--- config.mk ---
export PLATFORM = sky130hd
export DESIGN_NAME = cmat_mult_stream_flat
export DESIGN_NICKNAME = d
export VERILOG_FILES = /design/src/rtl/cmat_mult_stream_if.sv /design/src/rtl/cmat_mult_stream.sv /design/src/flat_wrapper.sv
export SDC_FILE = /design/constraint.sdc
export NUM_CORES = 2
export LEC_CHECK = 0
export CAP_MARGIN = 15
export CORE_UTILIZATION = 40
export DETAILED_ROUTE_END_ITERATION = 8
export HOLD_SLACK_MARGIN = 0.12
export PLACE_DENSITY = 0.56
export REMOVE_ABC_BUFFERS = 1
export SLEW_MARGIN = 20
export SYNTH_ARGS = -nofsm -noshare
export SYNTH_HDL_FRONTEND = slang
export SYNTH_SLANG_ARGS = --single-unit
export TNS_END_PERCENT = 30
--- constraint.sdc ---
create_clock -name clk -period 13.8 [get_ports clk]
set_input_delay 2.07 -clock clk [delete_from_list [all_inputs] [get_ports clk]]
set_output_delay 2.07 -clock clk [all_outputs]
set_load 0.005 [all_outputs]
--- src/rtl/cmat_mult_stream_if.sv ---
// Operand/result streaming bus for the complex matrix product block.
// The slave view belongs to the block; the master view belongs to the source/sink.
interface cmat_mult_stream_if #(
  parameter int W = 16
);
  logic                in_valid;
  logic                in_ready;
  logic signed [W-1:0] in_re;
  logic signed [W-1:0] in_im;
  logic                out_valid;
  logic                out_ready;
  logic signed [W-1:0] out_re;
  logic signed [W-1:0] out_im;
  logic                out_last;

  modport slave (
    input  in_valid, in_re, in_im, out_ready,
    output in_ready, out_valid, out_re, out_im, out_last
  );

  modport master (
    output in_valid, in_re, in_im, out_ready,
    input  in_ready, out_valid, out_re, out_im, out_last
  );
endinterface

--- src/rtl/cmat_mult_stream.sv ---
// Streams in H (NR x NT) and S (NT x NS), computes Y = H x S with one shared
// complex MAC, and streams Y out row-major with rescaling and saturation.
module cmat_mult_stream #(
  parameter int W    = 16,
  parameter int FRAC = 8,
  parameter int NR   = 4,
  parameter int NT   = 4,
  parameter int NS   = 2
) (
  input  logic              clk,
  input  logic              rst,
  input  logic              start_i,
  cmat_mult_stream_if.slave bus,
  output logic              busy_o,
  output logic              done_o,
  output logic              ovf_o
);
  localparam int NH   = NR * NT;
  localparam int NSE  = NT * NS;
  localparam int NTOT = NH + NSE;
  localparam int CW   = $clog2(NTOT + 1);
  localparam int IW   = (NR > 1) ? $clog2(NR) : 1;
  localparam int JW   = (NS > 1) ? $clog2(NS) : 1;
  localparam int KW   = (NT > 1) ? $clog2(NT) : 1;
  localparam int HAW  = (NH > 1) ? $clog2(NH) : 1;
  localparam int SAW  = (NSE > 1) ? $clog2(NSE) : 1;
  localparam int PW   = 2 * W + 1;
  localparam int AW   = PW + $clog2(NT);

  localparam logic signed [AW-1:0] MAX_A = {{(AW-W+1){1'b0}}, {(W-1){1'b1}}};
  localparam logic signed [AW-1:0] MIN_A = {{(AW-W+1){1'b1}}, {(W-1){1'b0}}};

  // Returns {saturated, value}; the arithmetic shift floors toward minus infinity.
  function automatic logic [W:0] shift_sat(input logic signed [AW-1:0] a);
    logic signed [AW-1:0] sh;
    sh = a >>> FRAC;
    if (sh > MAX_A)      shift_sat = {1'b1, 1'b0, {(W-1){1'b1}}};
    else if (sh < MIN_A) shift_sat = {1'b1, 1'b1, {(W-1){1'b0}}};
    else                 shift_sat = {1'b0, sh[W-1:0]};
  endfunction

  typedef enum logic [1:0] {IDLE, LOAD, MAC, OUT} state_t;

  state_t              state_q;
  logic [CW-1:0]       cnt_q;
  logic [IW-1:0]       i_q;
  logic [JW-1:0]       j_q;
  logic [KW-1:0]       k_q;
  logic                in_ready_q, out_valid_q, out_last_q, done_q, ovf_q;
  logic signed [W-1:0] out_re_q, out_im_q;

  logic signed [W-1:0]  h_re_q [NH];
  logic signed [W-1:0]  h_im_q [NH];
  logic signed [W-1:0]  s_re_q [NSE];
  logic signed [W-1:0]  s_im_q [NSE];
  logic signed [AW-1:0] acc_re_q, acc_im_q, acc_re_d, acc_im_d;

  logic [HAW-1:0]       h_rd, h_wr;
  logic [SAW-1:0]       s_rd, s_wr;
  logic signed [PW-1:0] ar, ai, br, bi, pr, pi;
  logic [W:0]           res_re, res_im;
  logic                 in_hs, last_k, last_elem;

  always_comb begin
    h_rd     = HAW'(int'(i_q) * NT + int'(k_q));
    s_rd     = SAW'(int'(k_q) * NS + int'(j_q));
    h_wr     = HAW'(cnt_q);
    s_wr     = SAW'(int'(cnt_q) - NH);
    ar       = PW'(h_re_q[h_rd]);
    ai       = PW'(h_im_q[h_rd]);
    br       = PW'(s_re_q[s_rd]);
    bi       = PW'(s_im_q[s_rd]);
    pr       = ar * br - ai * bi;
    pi       = ar * bi + ai * br;
    acc_re_d = (k_q == '0) ? AW'(pr) : acc_re_q + AW'(pr);
    acc_im_d = (k_q == '0) ? AW'(pi) : acc_im_q + AW'(pi);
    res_re   = shift_sat(acc_re_d);
    res_im   = shift_sat(acc_im_d);
  end

  assign in_hs     = in_ready_q && bus.in_valid;
  assign last_k    = (k_q == KW'(NT - 1));
  assign last_elem = (i_q == IW'(NR - 1)) && (j_q == JW'(NS - 1));

  // Operand storage and accumulator carry no reset; a new job overwrites them.
  always_ff @(posedge clk) begin
    if (state_q == LOAD && in_hs) begin
      if (cnt_q < CW'(NH)) begin
        h_re_q[h_wr] <= bus.in_re;
        h_im_q[h_wr] <= bus.in_im;
      end else begin
        s_re_q[s_wr] <= bus.in_re;
        s_im_q[s_wr] <= bus.in_im;
      end
    end
    if (state_q == MAC) begin
      acc_re_q <= acc_re_d;
      acc_im_q <= acc_im_d;
    end
  end

  always_ff @(posedge clk) begin
    if (rst) begin
      state_q     <= IDLE;
      cnt_q       <= '0;
      i_q         <= '0;
      j_q         <= '0;
      k_q         <= '0;
      in_ready_q  <= 1'b0;
      out_valid_q <= 1'b0;
      out_last_q  <= 1'b0;
      out_re_q    <= '0;
      out_im_q    <= '0;
      done_q      <= 1'b0;
      ovf_q       <= 1'b0;
    end else begin
      done_q <= 1'b0;
      case (state_q)
        IDLE: begin
          // A start coinciding with done is dropped: the job is still retiring.
          if (start_i && !done_q) begin
            state_q    <= LOAD;
            in_ready_q <= 1'b1;
            ovf_q      <= 1'b0;
            cnt_q      <= '0;
          end
        end
        LOAD: begin
          if (in_hs) begin
            cnt_q <= cnt_q + CW'(1);
            if (cnt_q == CW'(NTOT - 1)) begin
              state_q    <= MAC;
              in_ready_q <= 1'b0;
              i_q        <= '0;
              j_q        <= '0;
              k_q        <= '0;
            end
          end
        end
        MAC: begin
          if (last_k) begin
            state_q     <= OUT;
            out_valid_q <= 1'b1;
            out_re_q    <= res_re[W-1:0];
            out_im_q    <= res_im[W-1:0];
            out_last_q  <= last_elem;
            ovf_q       <= ovf_q | res_re[W] | res_im[W];
          end else begin
            k_q <= k_q + KW'(1);
          end
        end
        OUT: begin
          if (bus.out_ready) begin
            out_valid_q <= 1'b0;
            out_last_q  <= 1'b0;
            if (out_last_q) begin
              state_q <= IDLE;
              done_q  <= 1'b1;
            end else begin
              state_q <= MAC;
              k_q     <= '0;
              if (j_q == JW'(NS - 1)) begin
                j_q <= '0;
                i_q <= i_q + IW'(1);
              end else begin
                j_q <= j_q + JW'(1);
              end
            end
          end
        end
        default: state_q <= IDLE;
      endcase
    end
  end

  assign bus.in_ready  = in_ready_q;
  assign bus.out_valid = out_valid_q;
  assign bus.out_re    = out_re_q;
  assign bus.out_im    = out_im_q;
  assign bus.out_last  = out_last_q;
  assign busy_o        = (state_q != IDLE);
  assign done_o        = done_q;
  assign ovf_o         = ovf_q;
endmodule

--- src/flat_wrapper.sv ---
// flat-port wrapper written by rule: the top's interface ports become plain ports
module cmat_mult_stream_flat 
#(
  parameter int W    = 16,
  parameter int FRAC = 8,
  parameter int NR   = 4,
  parameter int NT   = 4,
  parameter int NS   = 2
)
  (clk, rst, start_i, busy_o, done_o, ovf_o, bus_in_valid, bus_in_re, bus_in_im, bus_out_ready, bus_in_ready, bus_out_valid, bus_out_re, bus_out_im, bus_out_last);
  cmat_mult_stream_if #(.W(W)) bus_i ();
  input  logic clk;
  input  logic rst;
  input  logic start_i;
  output logic busy_o;
  output logic done_o;
  output logic ovf_o;
  input wire logic [$bits(bus_i.in_valid)-1:0] bus_in_valid;
  input wire logic [$bits(bus_i.in_re)-1:0] bus_in_re;
  input wire logic [$bits(bus_i.in_im)-1:0] bus_in_im;
  input wire logic [$bits(bus_i.out_ready)-1:0] bus_out_ready;
  output wire logic [$bits(bus_i.in_ready)-1:0] bus_in_ready;
  output wire logic [$bits(bus_i.out_valid)-1:0] bus_out_valid;
  output wire logic [$bits(bus_i.out_re)-1:0] bus_out_re;
  output wire logic [$bits(bus_i.out_im)-1:0] bus_out_im;
  output wire logic [$bits(bus_i.out_last)-1:0] bus_out_last;
  assign bus_i.in_valid = bus_in_valid;
  assign bus_i.in_re = bus_in_re;
  assign bus_i.in_im = bus_in_im;
  assign bus_i.out_ready = bus_out_ready;
  assign bus_in_ready = bus_i.in_ready;
  assign bus_out_valid = bus_i.out_valid;
  assign bus_out_re = bus_i.out_re;
  assign bus_out_im = bus_i.out_im;
  assign bus_out_last = bus_i.out_last;
  cmat_mult_stream #(.W(W), .FRAC(FRAC), .NR(NR), .NT(NT), .NS(NS)) u_core (.clk(clk), .rst(rst), .start_i(start_i), .bus(bus_i), .busy_o(busy_o), .done_o(done_o), .ovf_o(ovf_o));
endmodule
---- After elaboration in Yosys (flattened, before gate mapping) ----
Memories as Yosys holds them, arrays and structs flattened.
Index checks and enable logic that the tools add are counted.
operators by class
  muxes and demuxes ....................... 49
  $add $sub $neg .......................... 11
  bitwise operators ....................... 4
  multiply operators ...................... 4
  $lt $le $gt $ge ......................... 5
  reductions and logical operators ........ 23
  equal/unequal tests ..................... 14
operators with widths
  cell                    number
  $mul A16 B16 Y32        4
  $add A35 B33 Y35        2
  $mux W35                2
  $mux W17                4
  $gt A27 B16 Y1 const B  2
  $lt A27 B16 Y1 const B  2
  $add A32 B32 Y33        1
  $sub A32 B32 Y33        1
  $mux W2                 14
  $mux W1                 18
  $reduce_and A6 Y1       2
  $mux W5                 2
  $pmux W1 S2             5
  $pmux W5 S2             1
  $reduce_and A5 Y1       2
  $reduce_bool A2 Y1      5
  $reduce_and A3 Y1       3
  $eq A2 B2 Y1 const B    4
  $ne A2 B1 Y1 const B    4
  $ne A2 B2 Y1 const B    4
  $pmux W2 S4             1
  $pmux W2 S3             1
  $add A5 B1 Y5 const B   1
  $eq A5 B5 Y1 const B    1
  other kinds (17)        24
storage, ports and cells
  RAM bits ................................ 768
  input port bits ......................... 37
  flip-flop bits (word level) ............. 119
  memories kept ........................... 4
memory list
  memory         words  bits a word  read ports  clocked after memory_dff  wr ports  RTL line                source
  u_core.h_im_q  16     16           1           0                         1         cmat_mult_stream.sv:53  logic signed [W-1:0] h_im_q [NH];
  u_core.h_re_q  16     16           1           0                         1         cmat_mult_stream.sv:52  logic signed [W-1:0] h_re_q [NH];
  u_core.s_im_q  8      16           1           0                         1         cmat_mult_stream.sv:55  logic signed [W-1:0] s_im_q [NSE];
  u_core.s_re_q  8      16           1           0                         1         cmat_mult_stream.sv:54  logic signed [W-1:0] s_re_q [NSE];

---- Longest topological paths before layout ----
An unclocked memory read counts as a cell.
  depth in word-level cells ............... 13
  gate-level depth with buffers ........... 52
  mapped depth without buffers ............ 45

---- Worst setup path before layout ----
Ideal clock, no wire load.
  path type ............................... register to register
  start point ............................. reg u_core.k_q[0]
  end point ............................... reg u_core.out_re_q[1], in the netlist u_core.bus.out_re[1]
  buffers on the path ..................... 8
  arrival ................................. 12310 ps
  cell stages (with the launch flop) ...... 46
  slack ................................... 1374 ps
  period minus slack after synthesis ...... 12426 ps
  path through ............................ dfxtp_1 buf_2 buf_2 buf_2 buf_2 buf_1 mux4_2 mux2_2 o21ai_1 clkbuf_1 nor2_1 fa_1 inv_1 fa_1 fa_1 fa_1 inv_1 fa_1 [... 10 more ...] a41oi_1 xnor2_1 ha_1 clkbuf_1 a21oi_1 nand2_1 a21oi_1 o41ai_1 a21oi_1 mux2_2 a21o_1 nor3_1 nand4b_1 or3b_1 a21oi_2 buf_4 o21ai_0 o211a_1
between the ends
  longest elaborated chain between the ends .. 9
  elaborated cells on any way between the ends .. 18
RTL lines
  element                                         RTL line                                        source
  from (decl)                                     cmat_mult_stream.sv:48                          logic [KW-1:0] k_q;
  from (signal assigned)                          cmat_mult_stream.sv:149                         k_q <= k_q + KW'(1);
  $add A4 B2 Y4 or $add A3 B1 Y3 (tied branches)  cmat_mult_stream.sv:65, cmat_mult_stream.sv:66
  $mem_v2 Z16 W16, or another cell as far along   n/a
  $mul A16 B16 Y32                                cmat_mult_stream.sv:73                          pr = ar * br - ai * bi;
  $sub A32 B32 Y33                                cmat_mult_stream.sv:73
  $add A35 B33 Y35                                cmat_mult_stream.sv:75                          acc_re_d = (k_q == '0) ? AW'(pr) : acc_re_q + AW'(pr);
  $mux W35 *                                      cmat_mult_stream.sv:75
  net u_core.acc_re_d[27]                         cmat_mult_stream.sv:56                          logic signed [AW-1:0] acc_re_q, acc_im_q, acc_re_d, acc_im_d;
  $lt A27 B16 Y1                                  cmat_mult_stream.sv:38                          else if (sh < MIN_A) shift_sat = {1'b1, 1'b1, {(W-1){1'b0}}};
  $mux W17                                        cmat_mult_stream.sv:38
  $mux W17 *                                      cmat_mult_stream.sv:37                          if (sh > MAX_A) shift_sat = {1'b1, 1'b0, {(W-1){1'b1}}};
  to (signal assigned)                            cmat_mult_stream.sv:144                         out_re_q <= res_re[W-1:0];
  to (decl)                                       cmat_mult_stream.sv:50                          logic signed [W-1:0] out_re_q, out_im_q;
Mark *: on every way through the listed nets, which the timed path passes. The rest lies on a longest branch.
A chain may end at the register's enable or synchronous reset.

---- Final worst setup path ----
  start point ............................. reg u_core.k_q[0]
  end point ............................... reg u_core.ovf_q, in the netlist u_core.ovf_o
between the ends
  elaborated cells on any way between the ends .. 32
RTL lines
  element                                         RTL line                                        source
  $add A4 B2 Y4 or $add A3 B1 Y3 (tied branches)  cmat_mult_stream.sv:65, cmat_mult_stream.sv:66
  $mem_v2 Z16 W16, or another cell as far along   n/a
  $mul A16 B16 Y32                                cmat_mult_stream.sv:74                          pi = ar * bi + ai * br;
  $add A32 B32 Y33                                cmat_mult_stream.sv:74
  $add A35 B33 Y35                                cmat_mult_stream.sv:76                          acc_im_d = (k_q == '0) ? AW'(pi) : acc_im_q + AW'(pi);
  $mux W35 *                                      cmat_mult_stream.sv:76
  net u_core.acc_im_d[31]                         cmat_mult_stream.sv:56
  $lt A27 B16 Y1                                  cmat_mult_stream.sv:38
  $mux W17                                        cmat_mult_stream.sv:38
  $mux W17 *                                      cmat_mult_stream.sv:37
  $or A1 B1 Y1 *                                  cmat_mult_stream.sv:147                         ovf_q <= ovf_q | res_re[W] | res_im[W];
  $mux W1 *                                       cmat_mult_stream.sv:141                         if (last_k) begin
  $pmux W1 S2 *                                   cmat_mult_stream.sv:118                         case (state_q)
  to (signal assigned)                            cmat_mult_stream.sv:147
  to (decl)                                       cmat_mult_stream.sv:49                          logic in_ready_q, out_valid_q, out_last_q, done_q, ovf_q;
Mark *: on every way through the listed nets, which the timed path passes. The rest lies on a longest branch. The select of a mux whose other input is x is not followed.

==> results.md <==
* Period utilisation layout at 94.20%
* Reg2Reg Depth at 40
* Buf/Inv on CP at 6
* Post-synthesis cell area at 0.07803 mm^2
* Outcome: finished clean
* Setup TNS at 0 ns
* Max Clock Freq at 76.93 MHz
* Number of global-route vias before repair at 52650
* Total Nets Final at 8396
* Inserted Clock Buffers at 95
* Part of the Yosys area used for sequential elements at 33.50%
* Register bit total from synthesis at 887
* Transition time at the pin with the least slew margin at 1.223 ns
* Largest delay contributor family on the critical path: adder cells
* Final-layout fill cell count at 17820
* Overall Global Routing Usage at 23.85%
* Resized cells post-CTS at 0
* Largest stage delay, worst path at 0.58 ns
* Fraction of final layout cells sized beyond drive strength 1 at 10.72%
* H-tree Lvls at 3
* Hold Violations, Final at 0
* Average cell area after synthesis at 11.69 um^2
* Antenna violations before repair at 11
* Final Skew at 0.06874 ns
* Relative max-transition margin at 18.25%
* Final Setup Violations at 0
* Slowest library cell on the worst path: sky130_fd_sc_hd__fa_1
* Antenna violation net count after detailed routing at 0
* Period minus WS final at 13.00 ns
* Iter 0 DRT Violations at 3989
* Number of sinks driven by the clock tree at 887
* Unrepaired setup endpoints after global routing: no
* First-pass GRT wire length at 344.9 mm
* Worst path most repeated cell: sky130_fd_sc_hd__fa_1
* IO Count at 75
* Async S/R FF share, synth at 0%
* Startpoint Class: flip-flop
* Area share of the largest cell type after synthesis at 32.25%
* Post-DP HPWL at 175.4 mm
* Total congestion overflow at 0
* Startpoint of the lowest-slack register-to-register path: u_core.k_q[0]
* Count of distinct cell types in the synthesized netlist at 84
* Layout Area Growth over Synthesis at 10.81%
* Worst Path Class, Setup: reg -> reg
* Hold Startpoint: u_core.bus.out_im[1]
* Via-to-Cell Ratio at 5.358
* Routed length per instance at 24.67 um
* Cell type with the highest aggregate area in the netlist: sky130_fd_sc_hd__edfxtp_1
* Buffers added on ports at 74
* Gpl congestion at 0.9508
* Worst Path Arrival at 13.60 ns
* Clock insertion delay at the later pin of the skew report at 0.74 ns
* Total DRC errors in the routed layout at 0
* Synthesized instance count at 6674
* Number of buffers between clock root and the deepest sink at 3
* Max Fanout on Critical Path at 19
* Maximum number of pins on one net before global-route repair at 63
* Max-slew violations at 0
* Full die area at 0.1969 mm^2
* Required time worst endpoint at 14.40 ns
* Floorplan core area at 0.1932 mm^2
* Max-capacitance violation count at 0
* Height of the die at 443.7 um
* Number of flops mapped to enable cells by yosys at 838
* Warning count from the yosys run at 0
* CP endpoint kind: flip-flop
* Most frequent standard cell in the layout excluding fill and tap cells: sky130_fd_sc_hd__inv_1
* Top_reg_cell synth: sky130_fd_sc_hd__edfxtp_1
* Path category of the worst min-delay check: reg -> reg
* TritonRoute pass-1 iters at 7
* Clock transition at the registers of the reported paths at 0.06 ns
* Die extent in x at 443.7 um
* Capture endpoint of the worst hold path: u_core.bus.out_im[1]
* Top post-synthesis cells by area: sky130_fd_sc_hd__edfxtp_1 (32%), sky130_fd_sc_hd__fa_1 (30%), sky130_fd_sc_hd__inv_1 (6.3%), sky130_fd_sc_hd__ha_1 (6.2%), sky130_fd_sc_hd__mux4_2 (5.7%)
* Hold buffers post-CTS at 0
* Number of cells on the worst hold path at 2
* Setup slack, reg-to-reg at 0.80 ns
* Post CTS Setup Buffer Count at 0
* Commonest cells after routing, fill and taps aside: sky130_fd_sc_hd__inv_1 (1311), sky130_fd_sc_hd__fa_1 (1176), sky130_fd_sc_hd__edfxtp_1 (838)
* Starting density of the core at 40.39%
* Destination of the worst register-to-register timing path: u_core.ovf_o
* CTS tree: built
* Root cell of the clock tree: sky130_fd_sc_hd__clkbuf_16
* Vias after detailed routing at 50390
* WL final at 232.0 mm
* FP Rows at 161
cell families (layout without fill, tap and decap cells):
| kind of cell | Yosys count | in the layout | synth area share, % |
|---|---|---|---|
| buf+inv | 1597 | 1798 | 7.769 |
| flops | 887 | 887 | 33.50 |
| fa+ha+maj | 1565 | 1565 | 36.41 |
| other cells | 0 | 4 | 0 |
| mux | 290 | 290 | 6.957 |
| compound gates | 551 | 551 | 4.443 |
| simple gates | 1633 | 1633 | 9.205 |
| xor+xnor | 151 | 151 | 1.714 |
Yosys cell counts (15+ instances only):
cell and instances:
sky130_fd_sc_hd__o21a_1 32, sky130_fd_sc_hd__ha_1 389, sky130_fd_sc_hd__o21ai_0 124, sky130_fd_sc_hd__a21oi_1 162
sky130_fd_sc_hd__nand2_1 598, sky130_fd_sc_hd__mux4_2 197, sky130_fd_sc_hd__clkbuf_1 221, sky130_fd_sc_hd__fa_1 1176
sky130_fd_sc_hd__buf_1 32, sky130_fd_sc_hd__or2_2 42, sky130_fd_sc_hd__mux2_2 45, sky130_fd_sc_hd__mux2i_1 47
sky130_fd_sc_hd__nand4_1 17, sky130_fd_sc_hd__edfxtp_1 838, sky130_fd_sc_hd__and2_1 31, sky130_fd_sc_hd__o211ai_1 15
sky130_fd_sc_hd__buf_2 20, sky130_fd_sc_hd__o21ai_1 23, sky130_fd_sc_hd__inv_1 1312, sky130_fd_sc_hd__o21bai_1 16
sky130_fd_sc_hd__xor2_1 39, sky130_fd_sc_hd__a21o_1 50, sky130_fd_sc_hd__a31oi_1 15, sky130_fd_sc_hd__dfxtp_1 49
sky130_fd_sc_hd__xnor2_1 110, sky130_fd_sc_hd__nor3_1 47, sky130_fd_sc_hd__a211oi_1 34, sky130_fd_sc_hd__nand3_1 44
sky130_fd_sc_hd__nor2b_1 76, sky130_fd_sc_hd__nor2_1 602, sky130_fd_sc_hd__nand2b_1 104
worst min-delay path, delay by kind of cell (launching register included):
kind	cells	cell delay, ns
simple gates	2	0.09
flops	1	0.31
area by class of cell:
type	count	area, um^2	share of cell area [%]
clock inverters	67	732.0	0.8465
inverters	1317	4943	5.717
clock buffers	111	2467	2.854
flip-flops and latches	887	26160	30.26
diodes	4	10.01	0.01158
multi-input cells	4190	46270	53.51
repair buffers	303	2718	3.143
well taps	2526	3161	3.655
how the worst max path moves through the flow:
stage,from,end,slack (ns),cells after the start
6_report,u_core.k_q[0],u_core.ovf_o,0.80,40
4_1_cts,u_core.k_q[0],u_core.bus.out_re[8],0.85,37
3_3_place_gp,u_core.k_q[0],u_core.bus.out_im[0],0.95,39
2_1_floorplan,u_core.k_q[0],u_core.bus.out_re[1],-4.76,39
3_5_place_dp,u_core.k_q[1],u_core.ovf_o,0.91,39
5_1_grt,u_core.k_q[0],u_core.bus.out_re[8],0.08,38
per-layer routing:
metal / wire [um] / vias to the layer above / track usage (%)
li1: - / 21710 / -
met1: 99110 / 26720 / 33.25
met2: 110300 / 1648 / 38.77
met3: 14790 / 314 / 3.299
met4: 7718 / 8 / 7.129
met5: 55 / - / 0
flip-flops by register name (all words and copies together), names as in the netlist, 16 cells and up:
register,count
u_core.h_im_q,256
u_core.acc_im_q,35
u_core.h_re_q,256
u_core.s_im_q,128
u_core.bus.out_im,16
u_core.s_re_q,128
u_core.bus.out_re,16
u_core.acc_re_q,35
stage by stage:
step           hold WS, ns  instances  setup slack, ns  utilization, %  area, um^2
2_1_floorplan       0.4343       6394           -4.760               -       76920
3_3_place_gp        0.4452       9223           0.9469           43.09       83250
3_5_place_dp        0.4330       9223           0.9084           43.09       83250
4_1_cts             0.4411       9401           0.8535           44.75       86450
5_1_grt             0.4500       9401          0.07732           44.75       86460
6_report            0.4379       9405           0.8010           44.76       86470
Power is left out: the tool's default activity adds up to more than one toggle a clock period on the data nets, which glitch-free logic cannot reach.
